==> src/rtl/fetch_queue_unit_if.sv <==
// Fetch-stage bundle: instruction memory read port plus the decode/execute side
// controls and the queue-head view delivered to decode.
interface fetch_queue_unit_if #(
   parameter int IMEM_AW = 10
);
   logic                imem_req;
   logic [IMEM_AW-1:0]  imem_addr;
   logic [31:0]         imem_rdata;
   logic                bubble;
   logic                redirect_en;
   logic [31:0]         redirect_pc;
   logic                halt;
   logic                resume;
   logic                if_valid;
   logic [31:0]         if_inst;
   logic [31:0]         if_pc;
   logic [31:0]         if_pc4;

   modport master (
      output imem_req, imem_addr, if_valid, if_inst, if_pc, if_pc4,
      input  imem_rdata, bubble, redirect_en, redirect_pc, halt, resume
   );

   modport slave (
      input  imem_req, imem_addr, if_valid, if_inst, if_pc, if_pc4,
      output imem_rdata, bubble, redirect_en, redirect_pc, halt, resume
   );
endinterface

==> src/rtl/fetch_queue_unit.sv <==
// Instruction fetch: owns the PC, reads a synchronous imem and queues results for decode.
// Define FETCH_PERF_CNT_EN to add the perf_fetched / perf_stall counters.
//
// state   | meaning
// RUN     | issuing sequential fetches while the queue has room
// HALTED  | no new issue; inflight response and queued entries still drain
module fetch_queue_unit #(
   parameter logic [31:0] RESET_PC = 32'h0000_3000,
   parameter int          QDEPTH   = 2,
   parameter int          IMEM_AW  = 10
) (
   input  logic clk,
   input  logic rst_n,
   fetch_queue_unit_if.master bus
`ifdef FETCH_PERF_CNT_EN
   ,
   output logic [31:0] perf_fetched,
   output logic [31:0] perf_stall
`endif
);
   localparam int PW = (QDEPTH > 2) ? 2 : 1;
   localparam int CW = $clog2(QDEPTH + 1);
   localparam logic [CW:0]   QD       = (CW + 1)'(QDEPTH);
   localparam logic [PW-1:0] PTR_LAST = PW'(QDEPTH - 1);

   typedef enum logic {ST_RUN, ST_HALTED} state_t;

   state_t          state_q, state_d;
   logic [31:0]     pc_q, req_pc_q;
   logic            inflight_q, tag_q, epoch_q;
   logic [PW-1:0]   head_q, tail_q, view_q;
   logic [CW-1:0]   count_q, count_d;
   logic [31:0]     inst_q    [QDEPTH];
   logic [31:0]     ent_pc_q  [QDEPTH];
   logic [31:0]     ent_pc4_q [QDEPTH];
   logic [CW:0]     occ;
   logic            if_valid, consume, resp_ok, issue;

   function automatic logic [PW-1:0] ptr_inc(input logic [PW-1:0] p);
      return (p == PTR_LAST) ? '0 : p + PW'(1);
   endfunction

   assign if_valid = (count_q != '0);
   assign consume  = if_valid & ~bus.bubble & ~bus.redirect_en;
   assign resp_ok  = inflight_q & (tag_q == epoch_q) & ~bus.redirect_en;
   assign occ      = {1'b0, count_q} + {{CW{1'b0}}, inflight_q};

   always_comb begin
      count_d = count_q;
      case ({resp_ok, consume})
         2'b10:   count_d = count_q + CW'(1);
         2'b01:   count_d = count_q - CW'(1);
         default: count_d = count_q;
      endcase
   end

   always_ff @(posedge clk or negedge rst_n) begin
      if (!rst_n) state_q <= ST_RUN;
      else        state_q <= state_d;
   end

   // halt is only seen by the state register, so the halt cycle itself may still issue
   always_comb begin
      state_d = state_q;
      issue   = 1'b0;
      case (state_q)
         ST_RUN: begin
            issue = ~bus.redirect_en & ((occ < QD) | consume);
            if (bus.halt) state_d = ST_HALTED;
         end
         ST_HALTED: begin
            if (bus.resume && !bus.halt) state_d = ST_RUN;
         end
         default: state_d = ST_RUN;
      endcase
   end

   always_ff @(posedge clk or negedge rst_n) begin
      if (!rst_n) begin
         pc_q       <= RESET_PC;
         req_pc_q   <= '0;
         inflight_q <= 1'b0;
         tag_q      <= 1'b0;
         epoch_q    <= 1'b0;
         head_q     <= '0;
         tail_q     <= '0;
         view_q     <= '0;
         count_q    <= '0;
         for (int i = 0; i < QDEPTH; i++) begin
            inst_q[i]    <= '0;
            ent_pc_q[i]  <= '0;
            ent_pc4_q[i] <= '0;
         end
      end else if (bus.redirect_en) begin
         pc_q       <= bus.redirect_pc & ~32'h3;
         epoch_q    <= ~epoch_q;
         inflight_q <= 1'b0;
         count_q    <= '0;
         tail_q     <= head_q;
      end else begin
         inflight_q <= issue;
         if (issue) begin
            pc_q     <= pc_q + 32'd4;
            req_pc_q <= pc_q;
            tag_q    <= epoch_q;
         end
         if (resp_ok) begin
            inst_q[tail_q]    <= bus.imem_rdata;
            ent_pc_q[tail_q]  <= req_pc_q;
            ent_pc4_q[tail_q] <= req_pc_q + 32'd4;
            tail_q            <= ptr_inc(tail_q);
         end
         if (consume) head_q <= ptr_inc(head_q);
         count_q <= count_d;
         // view follows the head while entries exist, else keeps the last one shown
         if (count_d != '0) view_q <= consume ? ptr_inc(head_q) : head_q;
      end
   end

   assign bus.imem_req  = issue & rst_n;
   assign bus.imem_addr = pc_q[IMEM_AW+1:2];
   assign bus.if_valid  = if_valid;
   assign bus.if_inst   = inst_q[view_q];
   assign bus.if_pc     = ent_pc_q[view_q];
   assign bus.if_pc4    = ent_pc4_q[view_q];

`ifdef FETCH_PERF_CNT_EN
   always_ff @(posedge clk or negedge rst_n) begin
      if (!rst_n) begin
         perf_fetched <= '0;
         perf_stall   <= '0;
      end else begin
         if (resp_ok)              perf_fetched <= perf_fetched + 32'd1;
         if (if_valid & bus.bubble) perf_stall  <= perf_stall + 32'd1;
      end
   end
`endif
endmodule

==> src/flat_wrapper.sv <==
// flat-port wrapper written by rule: the top's interface ports become plain ports
module fetch_queue_unit_flat 
#(
   parameter logic [31:0] RESET_PC = 32'h0000_3000,
   parameter int          QDEPTH   = 2,
   parameter int          IMEM_AW  = 10
)
  (clk, rst_n, bus_imem_req, bus_imem_addr, bus_if_valid, bus_if_inst, bus_if_pc, bus_if_pc4, bus_imem_rdata, bus_bubble, bus_redirect_en, bus_redirect_pc, bus_halt, bus_resume);
  fetch_queue_unit_if #(.IMEM_AW(IMEM_AW)) bus_i ();
  input  logic clk;
  input  logic rst_n;
  output wire logic [$bits(bus_i.imem_req)-1:0] bus_imem_req;
  output wire logic [$bits(bus_i.imem_addr)-1:0] bus_imem_addr;
  output wire logic [$bits(bus_i.if_valid)-1:0] bus_if_valid;
  output wire logic [$bits(bus_i.if_inst)-1:0] bus_if_inst;
  output wire logic [$bits(bus_i.if_pc)-1:0] bus_if_pc;
  output wire logic [$bits(bus_i.if_pc4)-1:0] bus_if_pc4;
  input wire logic [$bits(bus_i.imem_rdata)-1:0] bus_imem_rdata;
  input wire logic [$bits(bus_i.bubble)-1:0] bus_bubble;
  input wire logic [$bits(bus_i.redirect_en)-1:0] bus_redirect_en;
  input wire logic [$bits(bus_i.redirect_pc)-1:0] bus_redirect_pc;
  input wire logic [$bits(bus_i.halt)-1:0] bus_halt;
  input wire logic [$bits(bus_i.resume)-1:0] bus_resume;
  assign bus_imem_req = bus_i.imem_req;
  assign bus_imem_addr = bus_i.imem_addr;
  assign bus_if_valid = bus_i.if_valid;
  assign bus_if_inst = bus_i.if_inst;
  assign bus_if_pc = bus_i.if_pc;
  assign bus_if_pc4 = bus_i.if_pc4;
  assign bus_i.imem_rdata = bus_imem_rdata;
  assign bus_i.bubble = bus_bubble;
  assign bus_i.redirect_en = bus_redirect_en;
  assign bus_i.redirect_pc = bus_redirect_pc;
  assign bus_i.halt = bus_halt;
  assign bus_i.resume = bus_resume;
  fetch_queue_unit #(.RESET_PC(RESET_PC), .QDEPTH(QDEPTH), .IMEM_AW(IMEM_AW)) u_core (.clk(clk), .rst_n(rst_n), .bus(bus_i));
endmodule
==> config.mk <==
export PLATFORM = sky130hd
export DESIGN_NAME = fetch_queue_unit_flat
export DESIGN_NICKNAME = d
export VERILOG_FILES = /design/src/rtl/fetch_queue_unit_if.sv /design/src/rtl/fetch_queue_unit.sv /design/src/flat_wrapper.sv
export SDC_FILE = /design/constraint.sdc
export NUM_CORES = 1
export LEC_CHECK = 0
export BUFFER_PORTS_ARGS = -buffer_cell sky130_fd_sc_hd__buf_4
export CORE_AREA = 5 5 168 170
export CTS_BUF_LIST = sky130_fd_sc_hd__clkbuf_8
export DETAILED_ROUTE_END_ITERATION = 6
export DIE_AREA = 0 0 173 175
export GPL_ROUTABILITY_DRIVEN = 0
export PLACE_DENSITY = 0.61
export SLEW_MARGIN = 30
export SYNTH_ARGS = -nofsm -noshare
export SYNTH_HDL_FRONTEND = slang
export SYNTH_SLANG_ARGS = --single-unit
==> constraint.sdc <==
create_clock -name clk -period 2.6 [get_ports clk]
set_clock_uncertainty 0.2 [all_clocks]
set_input_delay 0.39 -clock clk [delete_from_list [all_inputs] [get_ports clk]]
set_output_delay 0.39 -clock clk [all_outputs]
set_load 0.05 [all_outputs]
==> impl_metrics.tcl, run 1 <==
set metrics [dict create \
    synth_edf_count 0 \
    die_area_um2 30300 \
    cp_cell_sequence "a21o_1 -> a211oi_4 -> and2_2 -> buf_6" \
    fin_nets 1265 \
    port_buffers 171 \
    fin_crit_ps 2530 \
    ys.flop_type "dfrtp_1" \
    netlist_area_um2 11800 \
    yosysTopAreaCell "dfrtp_1" \
    synthTopCellsByCount "mux2_2, dfrtp_1, nand2_1" \
    worstPathMaxFanout 5 \
    clk_latency_ps 560 \
    required_ps 2010 \
    post_layout_nonfiller_instances 1558 \
    power.share.clock 0.179 \
    status "finished clean" \
    wire_per_inst_um 17.3 \
    diodes 0 \
    fin_setup_tns_ps 0 \
    ys_types 48 \
    place_ws_ps 238 \
    synth.avg_cell_area_um2 12.4 \
    start_util 0.442 \
    firstDrtPassIters 4 \
    htreeDepth 2 \
    grt.total_usage 0.179 \
    grt_pass1_wl_um 44600 \
    critPathArrivalTime_ps 1940 \
    seqPwrFrac 0.342 \
    drcViolationCount 0 \
    die_x_um 173 \
    synth-seq-cells 253 \
    numClockSinks 253 \
    worstMarginPinSlew_ps 753 \
    path_class "flop to output port" \
    rows 60 \
    slowest_delay_ps 420 \
    tritoncts "done" \
    yosys.area.top_type_share 0.534 \
    cts-root-buf "clkbuf_8" \
    reg2reg_slack_ps 230 \
    drv_slew 0 \
    ys_seq_area_frac 0.539 \
    yosys-top-cells-area "dfrtp_1, mux2_2, xor2_1" \
    route.vias.total 7963 \
    finalHoldViolations 0 \
    vdd_drop_max_v 0.000692 \
    antenna_found_initial 0 \
    viasPerCell 5.11 \
    switching_share 0.426 \
    whs_ps 37.5 \
    rsz0062_at_grt "no" \
    grt_max_degree 133 \
    cts_buffer_depth 3 \
    power.density_nw_per_um2 1250 \
    yosysWarnings 0 \
    numCtsBuffers 45 \
    drtIter0Drc 291 \
    syn_to_final_growth_pct 27.5 \
    num_io_pins 178 \
    dp_hpwl_um 17500 \
    core_area_um2 26600 \
    synth.most_common_cell "mux2_2" \
    dieHeight_um 175 \
    p_int_mw 10.7 \
    maxCapViolCount 0 \
    totalWireLength_um 27000 \
    detail-route-antenna-nets 0 \
    slowest_stage "dfrtp_1" \
    fin_crit_sh 0.972 \
    async_reset_ff_frac 1.00 \
    synth_cells 946 \
    finalPower_mw 18.7 \
    grt_pass1_vias 8200 \
    relSlewSlack 0.498 \
    setup_viol 0 \
    drive_gt1_frac 0.440 \
    path_clk_slew_ps 60 \
    max_freq_ghz 0.396 \
    hold_class "input port to flop" \
    leakagePower_nw 6.94 \
    comb_power_share 0.480 \
    cp-start-kind "flop" \
    setup_ws_ps 72.0 \
    switching_power_mw 7.96 \
    overflow 0 \
    dpl.cell_count 1417 \
    cp-end-kind "output port" \
]
-- path summary, 6_finish.rpt --
kind                                                     to  cells after the start                        startpoint
max                                            bus_imem_req                      4       u_core.count_q[0]$_DFF_PN0_
min                             u_core.pc_q[25]$_DFFE_PN0P_                      4               bus_redirect_pc[25]
max reg2reg                       u_core.view_q$_DFFE_PN0P_                      7       u_core.count_q[1]$_DFF_PN0_
min reg2reg                u_core.ent_pc4_q[54]$_DFFE_PN0P_                      2  u_core.ent_pc4_q[54]$_DFFE_PN0P_
max in group asynchronous     u_core.inst_q[21]$_DFFE_PN0P_                      3                             rst_n
min in group asynchronous       u_core.pc_q[30]$_DFFE_PN0P_                      3                             rst_n
-- critical path, delay by kind of cell, from the launching register on --
kind	cells	cell delay, ps
compound gates	2	550
flops	1	420
simple gates	1	240
buf+inv	1	170
-- placed cells by master (no fill, tap or decap), types with 21 or more instances in the layout --
cell type | synthesis | layout
mux2_2 | 257 | 257
dfrtp_1 | 251 | 250
buf_4 | 14 | 187
nand2_1 | 70 | 70
dlygate4sd3_1 | 0 | 66
clkbuf_8 | 0 | 49
o21ai_0 | 48 | 48
nor2_1 | 37 | 36
xor2_1 | 35 | 35
inv_1 | 12 | 29
a21oi_1 | 29 | 29
nand3_1 | 22 | 22
xnor2_1 | 22 | 21
-- cell type report --
| cell class | instances | area, µm² |
|---|---|---|
| Fill cell | 2269 | 11600 |
| Sequential cell | 253 | 6340 |
| Multi-Input combinational cell | 613 | 5050 |
| Timing Repair Buffer | 267 | 2330 |
| Clock buffer | 49 | 674 |
| Tap cell | 341 | 427 |
| Clock inverter | 23 | 121 |
| Inverter | 12 | 45.0 |
-- state kept, by name (all words and copies together), names as in the netlist --
register	cells
u_core.inst_q	64
u_core.ent_pc4_q	60
u_core.ent_pc_q	60
u_core.pc_q	30
u_core.req_pc_q	30
u_core.count_q	2
u_core.epoch_q	1
u_core.head_q	1
u_core.inflight_q	1
u_core.state_q	1
u_core.tag_q	1
u_core.tail_q	1
u_core.view_q	1
-- metrics by stage --
stage | area (µm²) | utilization
2_1_floorplan | 11800 | -
3_3_place_gp | 13500 | 0.507
3_5_place_dp | 13500 | 0.507
4_1_cts | 15000 | 0.564
5_1_grt | 15000 | 0.564
6_report | 15000 | 0.564
-- power groups by stage --
stage	Combinational (mW)	Sequential (mW)	Clock (mW)
floorplan	6.58	6.05	0
global placement	8.77	6.42	0
detailed placement	8.83	6.49	0
CTS	9.05	6.38	3.48
global route	9.47	6.58	3.64
finish	8.96	6.38	3.34
-- what timing repair did --
action | in CTS | in global routing
endpoints found under the setup margin | 72 | 1
hold buffers | 66 | 0
gates resized for setup | 2 | 1
buffers inserted | 3 | 0
hold endpoints to repair | 348 | 0
-- logic make-up (layout without fill, tap and decap cells) --
kind of cell,after synthesis,count (layout),synth area share
AND/OR/NAND/NOR,193,193,0.0874
multiplexers,259,259,0.248
AO/OA/AOI/OAI,97,97,0.0456
flip-flops,253,253,0.539
XOR/XNOR,57,57,0.0425
other,1,4,0.000319
buffers and inverters,83,351,0.0344
adder cells (fa/ha/maj),3,3,0.00319
-- metal layers --
layer / share of wire / GRT usage / wire length [µm] / vias up
met3: 0.046 / 0.0363 / 1240 / 49
li1: - / - / - / 3818
met1: 0.48 / 0.255 / 13100 / 3926
met4: 0.021 / 0.0509 / 562 / 0
met5: 0 / 0 / 0 / -
met2: 0.45 / 0.278 / 12100 / 170
No activity file was read; power rests on OpenSTA's default activity.
==> run 2: changes to the inputs <==
HOLD_SLACK_MARGIN = 0.15   (was default)
==> impl_metrics.tcl, run 2 (synthesis gave the netlist of run 1 again) <==
set metrics [dict create \
    status "finished clean" \
    power.share.clock 0.179 \
    grt_pass1_vias 8207 \
    route.vias.total 7976 \
    rows 60 \
    required_ps 2010 \
    p_int_mw 10.7 \
    tritoncts "done" \
    fillers 2268 \
    setup_ws_ps 75.4 \
    switching_share 0.426 \
    largest_register "u_core.inst_q" \
    clk_latency_ps 560 \
    cp_top_family "compound AO/OA/AOI/OAI gates" \
    cp.depth 4 \
    grt.total_usage 0.179 \
    drcViolationCount 0 \
    holdPathStages 2 \
    numClockSinks 253 \
    fin_crit_sh 0.971 \
    htreeDepth 2 \
    num_io_pins 178 \
    cp_cell_sequence "a21o_1 -> a211oi_4 -> and2_2 -> buf_6" \
    cp-end-kind "output port" \
    fin_setup_tns_ps 0 \
    numCtsBuffers 45 \
    seqPwrFrac 0.342 \
    worst-r2r-cell-count 7 \
    slowest_stage "dfrtp_1" \
    leakagePower_nw 6.94 \
    final_cell_mix "mux2_2, dfrtp_1, buf_4, nand2_1, dlygate4sd3_1" \
    path_class "flop to output port" \
    hold_class "flop to flop" \
    finalHoldViolations 0 \
    vdd_drop_max_v 0.000692 \
    comb_power_share 0.480 \
    power.density_nw_per_um2 1250 \
    path_clk_slew_ps 60 \
    dieHeight_um 175 \
    core_area_um2 26600 \
    antenna_found_initial 0 \
    totalWireLength_um 27000 \
    cp-start-kind "flop" \
    detail-route-antenna-nets 0 \
    switching_power_mw 7.97 \
    fin_nets 1266 \
    worstMarginPinSlew_ps 728 \
    layout_commonest_cell "mux2_2" \
    final_cell_area_um2 15000 \
    max_freq_ghz 0.396 \
    grt_max_degree 133 \
    slowest_delay_ps 420 \
    drv_slew 0 \
    fin_util 0.564 \
    die_x_um 173 \
    use_met2 0.279 \
    cp_num_buf_inv 1 \
    dp_hpwl_um 17500 \
    largest_reg_flops 64 \
    place_ws_ps 238 \
    fin_crit_ps 2520 \
    start_util 0.442 \
    wire_per_inst_um 17.3 \
    busiest_layer "met2" \
    critPathArrivalTime_ps 1930 \
    grtUsageMet1 0.255 \
    drive_gt1_frac 0.439 \
    die_area_um2 30300 \
    grtUsageMet3 0.0363 \
    rsz0062_at_grt "no" \
    syn_to_final_growth_pct 27.5 \
    postPlaceCellArea_um2 13500 \
    reg_top3 "u_core.inst_q: 64 flops, u_core.ent_pc4_q: 60 flops, u_core.ent_pc_q: 60 flops" \
    grt_pass1_wl_um 44700 \
    relSlewSlack 0.515 \
    viasPerCell 5.12 \
    overflow 0 \
    cts_buffer_depth 3 \
    port_buffers 171 \
    setup_viol 0 \
    worstPathMaxFanout 5 \
    diodes 0 \
    cts-root-buf "clkbuf_8" \
    firstDrtPassIters 4 \
    maxCapViolCount 0 \
    drtIter0Drc 271 \
]
run 2: cell types whose count changed in the layout (fill, tap and decap cells not counted), sizes merged:
cell	change
dlygate4sd3	+1
run 2: final cells by class:
type                            count  area [µm²]  area share
Clock buffer                       49         674      0.0450
Sequential cell                   253        6340       0.423
Tap cell                          341         427      0.0285
Clock inverter                     23         121     0.00809
Inverter                           12        45.0     0.00300
Timing Repair Buffer              268        2340       0.156
Multi-Input combinational cell    613        5050       0.337
run 2: power groups by stage:
stage | sequential, mW | combinational (mW) | clock, mW
after global routing | 6.58 | 9.48 | 3.64
after floorplan | 6.05 | 6.58 | 0
after global placement | 6.42 | 8.77 | 0
after CTS | 6.38 | 9.06 | 3.48
after detailed placement | 6.49 | 8.83 | 0
final | 6.38 | 8.96 | 3.34
run 2: per-stage QoR:
step / std cells / hold slack [ps] / power, mW
6_report: 1559 / 273 / 18.7
5_1_grt: 1559 / 294 / 19.7
4_1_cts: 1559 / 277 / 18.9
3_5_place_dp: 1417 / 266 / 15.3
3_3_place_gp: 1417 / 258 / 15.2
2_1_floorplan: 949 / -106 / 12.6
run 2: repair_timing:
| item | CTS | global route |
|---|---|---|
| hold endpoints to repair | 351 | 0 |
| setup buffers | 3 | 0 |
| resized for setup | 2 | 1 |
| setup endpoints to repair | 72 | 1 |
| pin swaps | 0 | 0 |
| hold buffers | 67 | 0 |
run 2: path summary, 6_finish.rpt:
| kind | endpoint | slack, ps | start |
|---|---|---|---|
| worst max register to register | u_core.view_q$_DFFE_PN0P_ | 230 | u_core.count_q[1]$_DFF_PN0_ |
| max in group asynchronous | u_core.inst_q[21]$_DFFE_PN0P_ | 1260 | rst_n |
| worst min register to register | u_core.ent_pc4_q[54]$_DFFE_PN0P_ | 270 | u_core.ent_pc4_q[54]$_DFFE_PN0P_ |
| worst min-delay path | u_core.ent_pc4_q[54]$_DFFE_PN0P_ | 270 | u_core.ent_pc4_q[54]$_DFFE_PN0P_ |
| worst max-delay path | bus_imem_req | 80 | u_core.count_q[0]$_DFF_PN0_ |
| min in group asynchronous | u_core.pc_q[30]$_DFFE_PN0P_ | 390 | rst_n |
run 2: per-layer routing:
metal | up-vias | share of wire
met1 | 3922 | 0.48
met4 | 0 | 0.021
met3 | 48 | 0.049
li1 | 3824 | -
met2 | 182 | 0.45
met5 | - | 0
run 2: worst min-delay path: stages, from the launching register on:
cell and delay [ps]:
dfrtp_1 340, nand2_1 40, o21ai_0 60
